### config.mk
export PLATFORM = sky130hd
export DESIGN_NAME = serial_subtractor_32b
export DESIGN_NICKNAME = d
export VERILOG_FILES = /design/src/rtl/serial_subtractor_32b_pkg.sv /design/src/rtl/serial_subtractor_32b_full_subtractor_1b.sv /design/src/rtl/serial_subtractor_32b.sv
export SDC_FILE = /design/constraint.sdc
export NUM_CORES = 1
export LEC_CHECK = 0
export CAP_MARGIN = 25
export CELL_PAD_IN_SITES_DETAIL_PLACEMENT = 1
export CELL_PAD_IN_SITES_GLOBAL_PLACEMENT = 1
export CORE_UTILIZATION = 39
export CTS_CLUSTER_SIZE = 24
export DETAILED_ROUTE_END_ITERATION = 10
export PLACE_DENSITY_LB_ADDON = 0.1
export REMOVE_ABC_BUFFERS = 1
export SLEW_MARGIN = 20
export SYNTH_ARGS = -nofsm -noshare
export SYNTH_HDL_FRONTEND = slang
export SYNTH_SLANG_ARGS = --single-unit
export TNS_END_PERCENT = 10
### constraint.sdc
create_clock -name clk -period 2.39 [get_ports clk]
set_clock_uncertainty 0.1 [all_clocks]
set_input_delay 0.3585 -clock clk [delete_from_list [all_inputs] [get_ports clk]]
set_output_delay 0.3585 -clock clk [all_outputs]
set_load 0.02 [all_outputs]
### src/rtl/serial_subtractor_32b_pkg.sv
// Shared constants for the bit-serial subtractor: FSM state encoding and default width.
package serial_subtractor_32b_pkg;

    localparam int DEFAULT_WIDTH = 32;

    typedef enum logic [1:0] {
        ST_IDLE = 2'b00,
        ST_RUN  = 2'b01,
        ST_DONE = 2'b10
    } state_t;

endpackage

### src/rtl/serial_subtractor_32b_full_subtractor_1b.sv
// One-bit full subtractor: the single arithmetic cell of the serial datapath.
module full_subtractor_1b (
    output logic diff,
    output logic bout,
    input  logic a,
    input  logic b,
    input  logic bin
);

    assign diff = a ^ b ^ bin;
    assign bout = (~a & b) | (~a & bin) | (b & bin);

endmodule

### src/rtl/serial_subtractor_32b.sv
// Bit-serial a - b, LSB first, one bit per clock, with borrow/overflow/zero/negative flags.
module serial_subtractor_32b
    import serial_subtractor_32b_pkg::*;
#(
    parameter int WIDTH = DEFAULT_WIDTH
) (
    input  logic             clk,
    input  logic             rst,
    input  logic             start,
    input  logic [WIDTH-1:0] a,
    input  logic [WIDTH-1:0] b,
    output logic             ready,
    output logic             done,
    output logic [WIDTH-1:0] diff,
    output logic             borrow,
    output logic             overflow,
    output logic             zero,
    output logic             negative
);

    localparam int CW = $clog2(WIDTH);

    state_t             state_reg, state_next;
    logic [CW-1:0]      cnt_reg, cnt_next;
    logic [WIDTH-1:0]   a_sh_reg, a_sh_next;
    logic [WIDTH-1:0]   b_sh_reg, b_sh_next;
    logic [WIDTH-1:0]   res_reg, res_next;
    logic               bin_reg, bin_next;
    logic               nz_reg, nz_next;
    logic               a_msb_reg, a_msb_next;
    logic               b_msb_reg, b_msb_next;
    logic [WIDTH-1:0]   diff_reg, diff_next;
    logic               borrow_reg, borrow_next;
    logic               overflow_reg, overflow_next;
    logic               zero_reg, zero_next;
    logic               negative_reg, negative_next;

    logic               d_bit;
    logic               bout;
    logic [WIDTH-1:0]   a_shift, b_shift, res_shift;

    full_subtractor_1b u_cell (
        .diff (d_bit),
        .bout (bout),
        .a    (a_sh_reg[0]),
        .b    (b_sh_reg[0]),
        .bin  (bin_reg)
    );

    // Operands move toward the LSB; the result fills from the MSB side so
    // after WIDTH shifts bit 0 has landed in position 0.
    genvar gi;
    generate
        for (gi = 0; gi < WIDTH - 1; gi++) begin : g_shift
            assign a_shift[gi]   = a_sh_reg[gi+1];
            assign b_shift[gi]   = b_sh_reg[gi+1];
            assign res_shift[gi] = res_reg[gi+1];
        end
    endgenerate
    assign a_shift[WIDTH-1]   = 1'b0;
    assign b_shift[WIDTH-1]   = 1'b0;
    assign res_shift[WIDTH-1] = d_bit;

    always_comb begin
        state_next    = state_reg;
        cnt_next      = cnt_reg;
        a_sh_next     = a_sh_reg;
        b_sh_next     = b_sh_reg;
        res_next      = res_reg;
        bin_next      = bin_reg;
        nz_next       = nz_reg;
        a_msb_next    = a_msb_reg;
        b_msb_next    = b_msb_reg;
        diff_next     = diff_reg;
        borrow_next   = borrow_reg;
        overflow_next = overflow_reg;
        zero_next     = zero_reg;
        negative_next = negative_reg;
        case (state_reg)
            ST_IDLE: begin
                if (start) begin
                    state_next = ST_RUN;
                    cnt_next   = '0;
                    a_sh_next  = a;
                    b_sh_next  = b;
                    res_next   = '0;
                    bin_next   = 1'b0;
                    nz_next    = 1'b0;
                    a_msb_next = a[WIDTH-1];
                    b_msb_next = b[WIDTH-1];
                end
            end
            ST_RUN: begin
                a_sh_next = a_shift;
                b_sh_next = b_shift;
                res_next  = res_shift;
                bin_next  = bout;
                nz_next   = nz_reg | d_bit;
                if (cnt_reg == CW'(WIDTH - 1)) begin
                    // Last bit: publish results from the values being formed this edge.
                    state_next    = ST_DONE;
                    diff_next     = res_shift;
                    borrow_next   = bout;
                    overflow_next = (a_msb_reg != b_msb_reg) && (d_bit != a_msb_reg);
                    zero_next     = ~(nz_reg | d_bit);
                    negative_next = d_bit;
                end else begin
                    cnt_next = cnt_reg + CW'(1);
                end
            end
            ST_DONE: state_next = ST_IDLE;
            default: state_next = ST_IDLE;
        endcase
    end

    always_ff @(posedge clk) begin
        if (rst) begin
            state_reg    <= ST_IDLE;
            cnt_reg      <= '0;
            a_sh_reg     <= '0;
            b_sh_reg     <= '0;
            res_reg      <= '0;
            bin_reg      <= 1'b0;
            nz_reg       <= 1'b0;
            a_msb_reg    <= 1'b0;
            b_msb_reg    <= 1'b0;
            diff_reg     <= '0;
            borrow_reg   <= 1'b0;
            overflow_reg <= 1'b0;
            zero_reg     <= 1'b0;
            negative_reg <= 1'b0;
        end else begin
            state_reg    <= state_next;
            cnt_reg      <= cnt_next;
            a_sh_reg     <= a_sh_next;
            b_sh_reg     <= b_sh_next;
            res_reg      <= res_next;
            bin_reg      <= bin_next;
            nz_reg       <= nz_next;
            a_msb_reg    <= a_msb_next;
            b_msb_reg    <= b_msb_next;
            diff_reg     <= diff_next;
            borrow_reg   <= borrow_next;
            overflow_reg <= overflow_next;
            zero_reg     <= zero_next;
            negative_reg <= negative_next;
        end
    end

    assign ready    = (state_reg == ST_IDLE);
    assign done     = (state_reg == ST_DONE);
    assign diff     = diff_reg;
    assign borrow   = borrow_reg;
    assign overflow = overflow_reg;
    assign zero     = zero_reg;
    assign negative = negative_reg;

endmodule

# Yosys cells after proc, flatten, opt, wreduce, memory -nomap -nowiden
# Cells that the tools add are included.
# W data, S select, Z words.
op_classes:
  n_mux: 15
  bitwise_logic: 10
  eq_ne: 8
  reduce_logical: 8
  n_addsub: 1
op_table:
  columns: ["cell", "n"]
  rows:
  - ["$pmux W32 S2", 3]
  - ["$mux W32", 3]
  - ["$mux W5", 2]
  - ["$pmux W5 S2", 1]
  - ["$reduce_and A2 Y1", 4]
  - ["$ne A2 B2 Y1 const B", 3]
  - ["$add A5 B1 Y5 const B", 1]
  - ["$eq A5 B5 Y1 const B", 1]
  - ["$mux W2", 2]
  - ["$pmux W1 S2", 2]
  - ["$pmux W2 S2", 1]
  - ["$and A1 B1 Y1", 3]
  - ["$or A1 B1 Y1", 3]
  - ["$reduce_and A3 Y1", 1]
  - ["$eq A2 B1 Y1 const B", 1]
  - ["$eq A2 B2 Y1 const B", 1]
  - ["$logic_not A2 Y1", 1]
  - ["$ne A1 B1 Y1", 2]
  - ["$not A1 Y1", 2]
  - ["$reduce_bool A2 Y1", 1]
  - ["$xor A1 B1 Y1", 2]
  - ["$logic_and A1 B1 Y1", 1]
  - ["$mux W1", 1]
word_totals:
  inputBits: 67
  output_inout_bits: 38
  reg_bits: 143

# Longest topological paths before layout
logic_depth:
  depth_word: 5
  mapped_depth: 8
  depth_no_buf: 6

# By module
# A second synthesis with hierarchy kept.
hier_totals:
  cells_unflattened: 681
  hier_area_um2: 5848.1
modules_own_cells:
  columns: ["mod", "instances", "cells_per_inst", "seq_area_each_um2", "area_each_um2"]
  rows:
  - ["serial_subtractor_32b", 1, 678, 2822.7, 5820.6]
  - ["full_subtractor_1b", 1, 3, 0.0, 27.5]

# Worst setup path before layout
# OpenSTA, ideal clock, no wires.
synth_path:
  path_type: "reg2reg"
  start: "register cnt_reg[0]"
  end: "register cnt_reg[3]"
  t_required_ps: 2169
  stages_incl_launch_ff: 7
  path_slack_ps: 512
  t_arrival_ps: 1657
  cell_sequence: "dfxtp_1 ha_1 and3_1 ha_1 nand2b_1 a211oi_2 mux2_2"
synth_via:
  elab_chain_cells: 3
  word_cells_on_any_way: 6
synth_lines:
  columns: ["element", "line", "source"]
  rows:
  - ["start, declared", "serial_subtractor_32b.sv:24", "logic [CW-1:0] cnt_reg, cnt_next;"]
  - ["start signal, assigned", "serial_subtractor_32b.sv:134", "cnt_reg <= cnt_next;"]
  - ["$add A5 B1 Y5 / $eq A5 B5 Y1 (equally long branches)", "serial_subtractor_32b.sv:108, serial_subtractor_32b.sv:99", null]
  - ["$mux W5 / $ne A2 B2 Y1 (equally long branches)", null, null]
  - ["$pmux W5 S2 / $reduce_and A3 Y1 (equally long branches)", null, null]
# Parallel ways exist; a longest one is shown, timed or not. The select of a mux whose other input is x is not followed.
# A chain may end at the register's enable or synchronous reset.

# Final worst setup path
layout_path:
  start: "register state_reg[1]"
  end: "output port done"
layout_via:
  elab_chain_cells: 1
layout_lines:
  columns: ["element", "line", "source"]
  rows:
  - ["start, declared", "serial_subtractor_32b.sv:23", "state_t state_reg, state_next;"]
  - ["start signal, assigned", "serial_subtractor_32b.sv:133", "state_reg <= state_next;"]
  - ["$eq A2 B2 Y1", "serial_subtractor_32b.sv:151", "assign done = (state_reg == ST_DONE);"]
  - ["end, declared", "serial_subtractor_32b.sv:13", "output logic done,"]
# Every way passes these cells.

==> impl_metrics.tcl <==
set metrics [dict create \
    critPathCaptureType "output port" \
    dieHeight_um 125 \
    grt_pass1_vias 5209 \
    via_per_inst 5.38 \
    pwr_density_cell_nw_per_um2 734 \
    clk_latency_ns 0.41 \
    cts.repair.resized 0 \
    cp-start-kind "register" \
    timing.final.hold_violations 0 \
    seq_area_frac_synth_pct 48.1 \
    max_slew_margin_pct 40.1 \
    wire_per_inst_um 15.8 \
    cts_tree "yes" \
    final_cell_area_um2 7460 \
    path_cells "inv_2 -> nor2_1 -> clkdlybuf4s50_1" \
    hold_buffers 0 \
    fin_cells 942 \
    die_w_um 125 \
    htree_levels 4 \
    holdWs_ns 0.279 \
    final_cell_mix "159 x nor2_1, 140 x dfxtp_1, 102 x clkdlybuf4s50_1" \
    yosys.area.top_type_share_pct 48.1 \
    gp_congestion 0.740 \
    synth_seq_cells 141 \
    p_leak_nw 2.67 \
    fin_nets 819 \
    final-max-slew-violation-count 0 \
    grt-ovfl-total 0 \
    drt-pass1-iter-count 5 \
    core.rowCount 44 \
    required_ns 1.93 \
    numCtsBuffers 17 \
    synth_cells 676 \
    crit_type "reg2out" \
    synth_ff_type "dfxtp_1" \
    dieArea_um2 15600 \
    cts_setup_buffers 0 \
    grt_usage_pct 19.9 \
    antenna_found_initial 0 \
    ys_types 40 \
    cp_num_buf_inv 2 \
    core-area_um2 14600 \
    ctsLongestPathBuffers 2 \
    cp_data_arrival_time_ns 1.81 \
    r2r_setup_slack_ns 0.33 \
    drc 0 \
    worst_path_max_delay_cell "clkdlybuf4s50_1" \
    final_util_pct 51.1 \
    vias 5067 \
    cp.depth 3 \
    reg2regPathDepth 6 \
    cp_slowest_stage_delay_ns 0.64 \
    cts.clk_slew.worst_paths_ns 0.05 \
    setup_viol 0 \
    syn_area_um2 5870 \
    async_flop_share_pct 0 \
    synth_edf_count 0 \
    post-route-period-util_pct 94.9 \
    synth_top_cell_by_area "dfxtp_1" \
    worst_slew_pin_slew_ns 0.896 \
    hpwl_um 9320 \
    pin_count 105 \
    rsz0062_at_grt "no" \
    drv_cap 0 \
    start_util_pct 40.3 \
    ant_nets 0 \
    period_needed_ns 2.27 \
    synth.area.top_cells "dfxtp_1 48%, nor2_1 10%, o2bb2ai_1 8.8%" \
    drt_wl_total_um 14800 \
    io_buffers 104 \
    grt_max_degree 63 \
    diodes 0 \
    dp.cells 914 \
    status "finished, final reports clean" \
    layout.cells.most_common "nor2_1" \
    ir_drop_uv 516 \
    cts_root_buffer "clkbuf_16" \
    grt_pass1_wl_um 25400 \
    ys_warn_count 0 \
    clkSinkCount 141 \
    final_layout_size_suffix_gt1_share_pct 7.52 \
    cp_top_family "buffers and inverters" \
    path_max_fanout 8 \
    maxClockFrequency_ghz 0.441 \
    whs_path_depth 2 \
    synth.avg_cell_area_um2 8.69 \
    area_growth_pct 26.9 \
    hold_class "in2reg" \
    detailedRoute.firstIterationViolations 308 \
    dpl_cell_area_um2 6950 \
]
==> final timing paths <==
kind,to,startpoint
min reg2reg,diff[1],diff[1]
max reg2reg,cnt_reg[3],cnt_reg[1]
max,done,state_reg[1]
min,res_reg[27],rst
==> layer usage <==
| metal | share of wire, % | GRT usage, % | wire [um] | vias up |
|---|---|---|---|---|
| li1 | - | - | - | 2528 |
| met1 | 46 | 24.6 | 6840 | 2431 |
| met2 | 49 | 33.9 | 7280 | 93 |
| met3 | 3.5 | 4.34 | 520 | 15 |
| met4 | 1.4 | 7.16 | 204 | 0 |
| met5 | 0 | 0 | 0 | - |
==> through the flow <==
step                      setup TNS, ns  power [mW]  worst slack [ns]
after floorplan                  -86.72        2.89            -0.900
after global placement                0        3.18             0.445
after detailed placement              0        3.20             0.374
after CTS                             0        5.53             0.102
after global routing                  0        5.71            0.0259
final                                 0        5.48             0.122
==> cell usage after synthesis (2+ instances only) <==
cell type / count
nor2_1: 159
dfxtp_1: 141
nand2_1: 73
a211oi_1: 64
o2bb2ai_1: 59
a21oi_1: 36
a22oi_1: 31
clkbuf_1: 25
buf_4: 19
buf_2: 16
buf_6: 5
nand3_1: 5
a21oi_2: 4
nor3_1: 4
nor3b_1: 3
o22ai_1: 3
a31oi_1: 2
ha_1: 2
inv_1: 2
inv_2: 2
nand2b_1: 2
==> area by class of cell <==
class | instances | area (um2)
clock buffers | 26 | 499
clock inverters | 2 | 10.0
fillers | 1688 | 7130
inverters | 4 | 15.0
multi-input cells | 465 | 2660
flip-flops and latches | 141 | 2820
well taps | 184 | 230
repair buffers | 120 | 1220
==> power by group <==
group	switching (mW)	total (mW)	leakage, nW	internal [mW]
Sequential	0.0702	2.54	1.15	2.47
Clock	0.915	2.32	0.252	1.41
Combinational	0.326	0.612	1.26	0.286
Total	1.31	5.48	2.67	4.16
==> worst register-to-register path, cell delays in order (launching register included) <==
cell and delay, ns:
dfxtp_1 0.34, ha_1 0.21, and3_1 0.19, ha_1 0.28, nand2b_1 0.24, a211oi_2 0.23, mux2_2 0.36
==> cells by family (layout without fill, tap and decap cells) <==
kind of cell,count (synthesis),after routing,synth area share [%]
simple gates,255,255,17.8
compound gates,204,204,26.2
mux,2,2,0.383
fa+ha+maj,3,3,0.767
flops,141,141,48.1
buf+inv,70,152,6.67
xor+xnor,1,1,0.149
No activity file was read; power rests on OpenSTA's default activity.
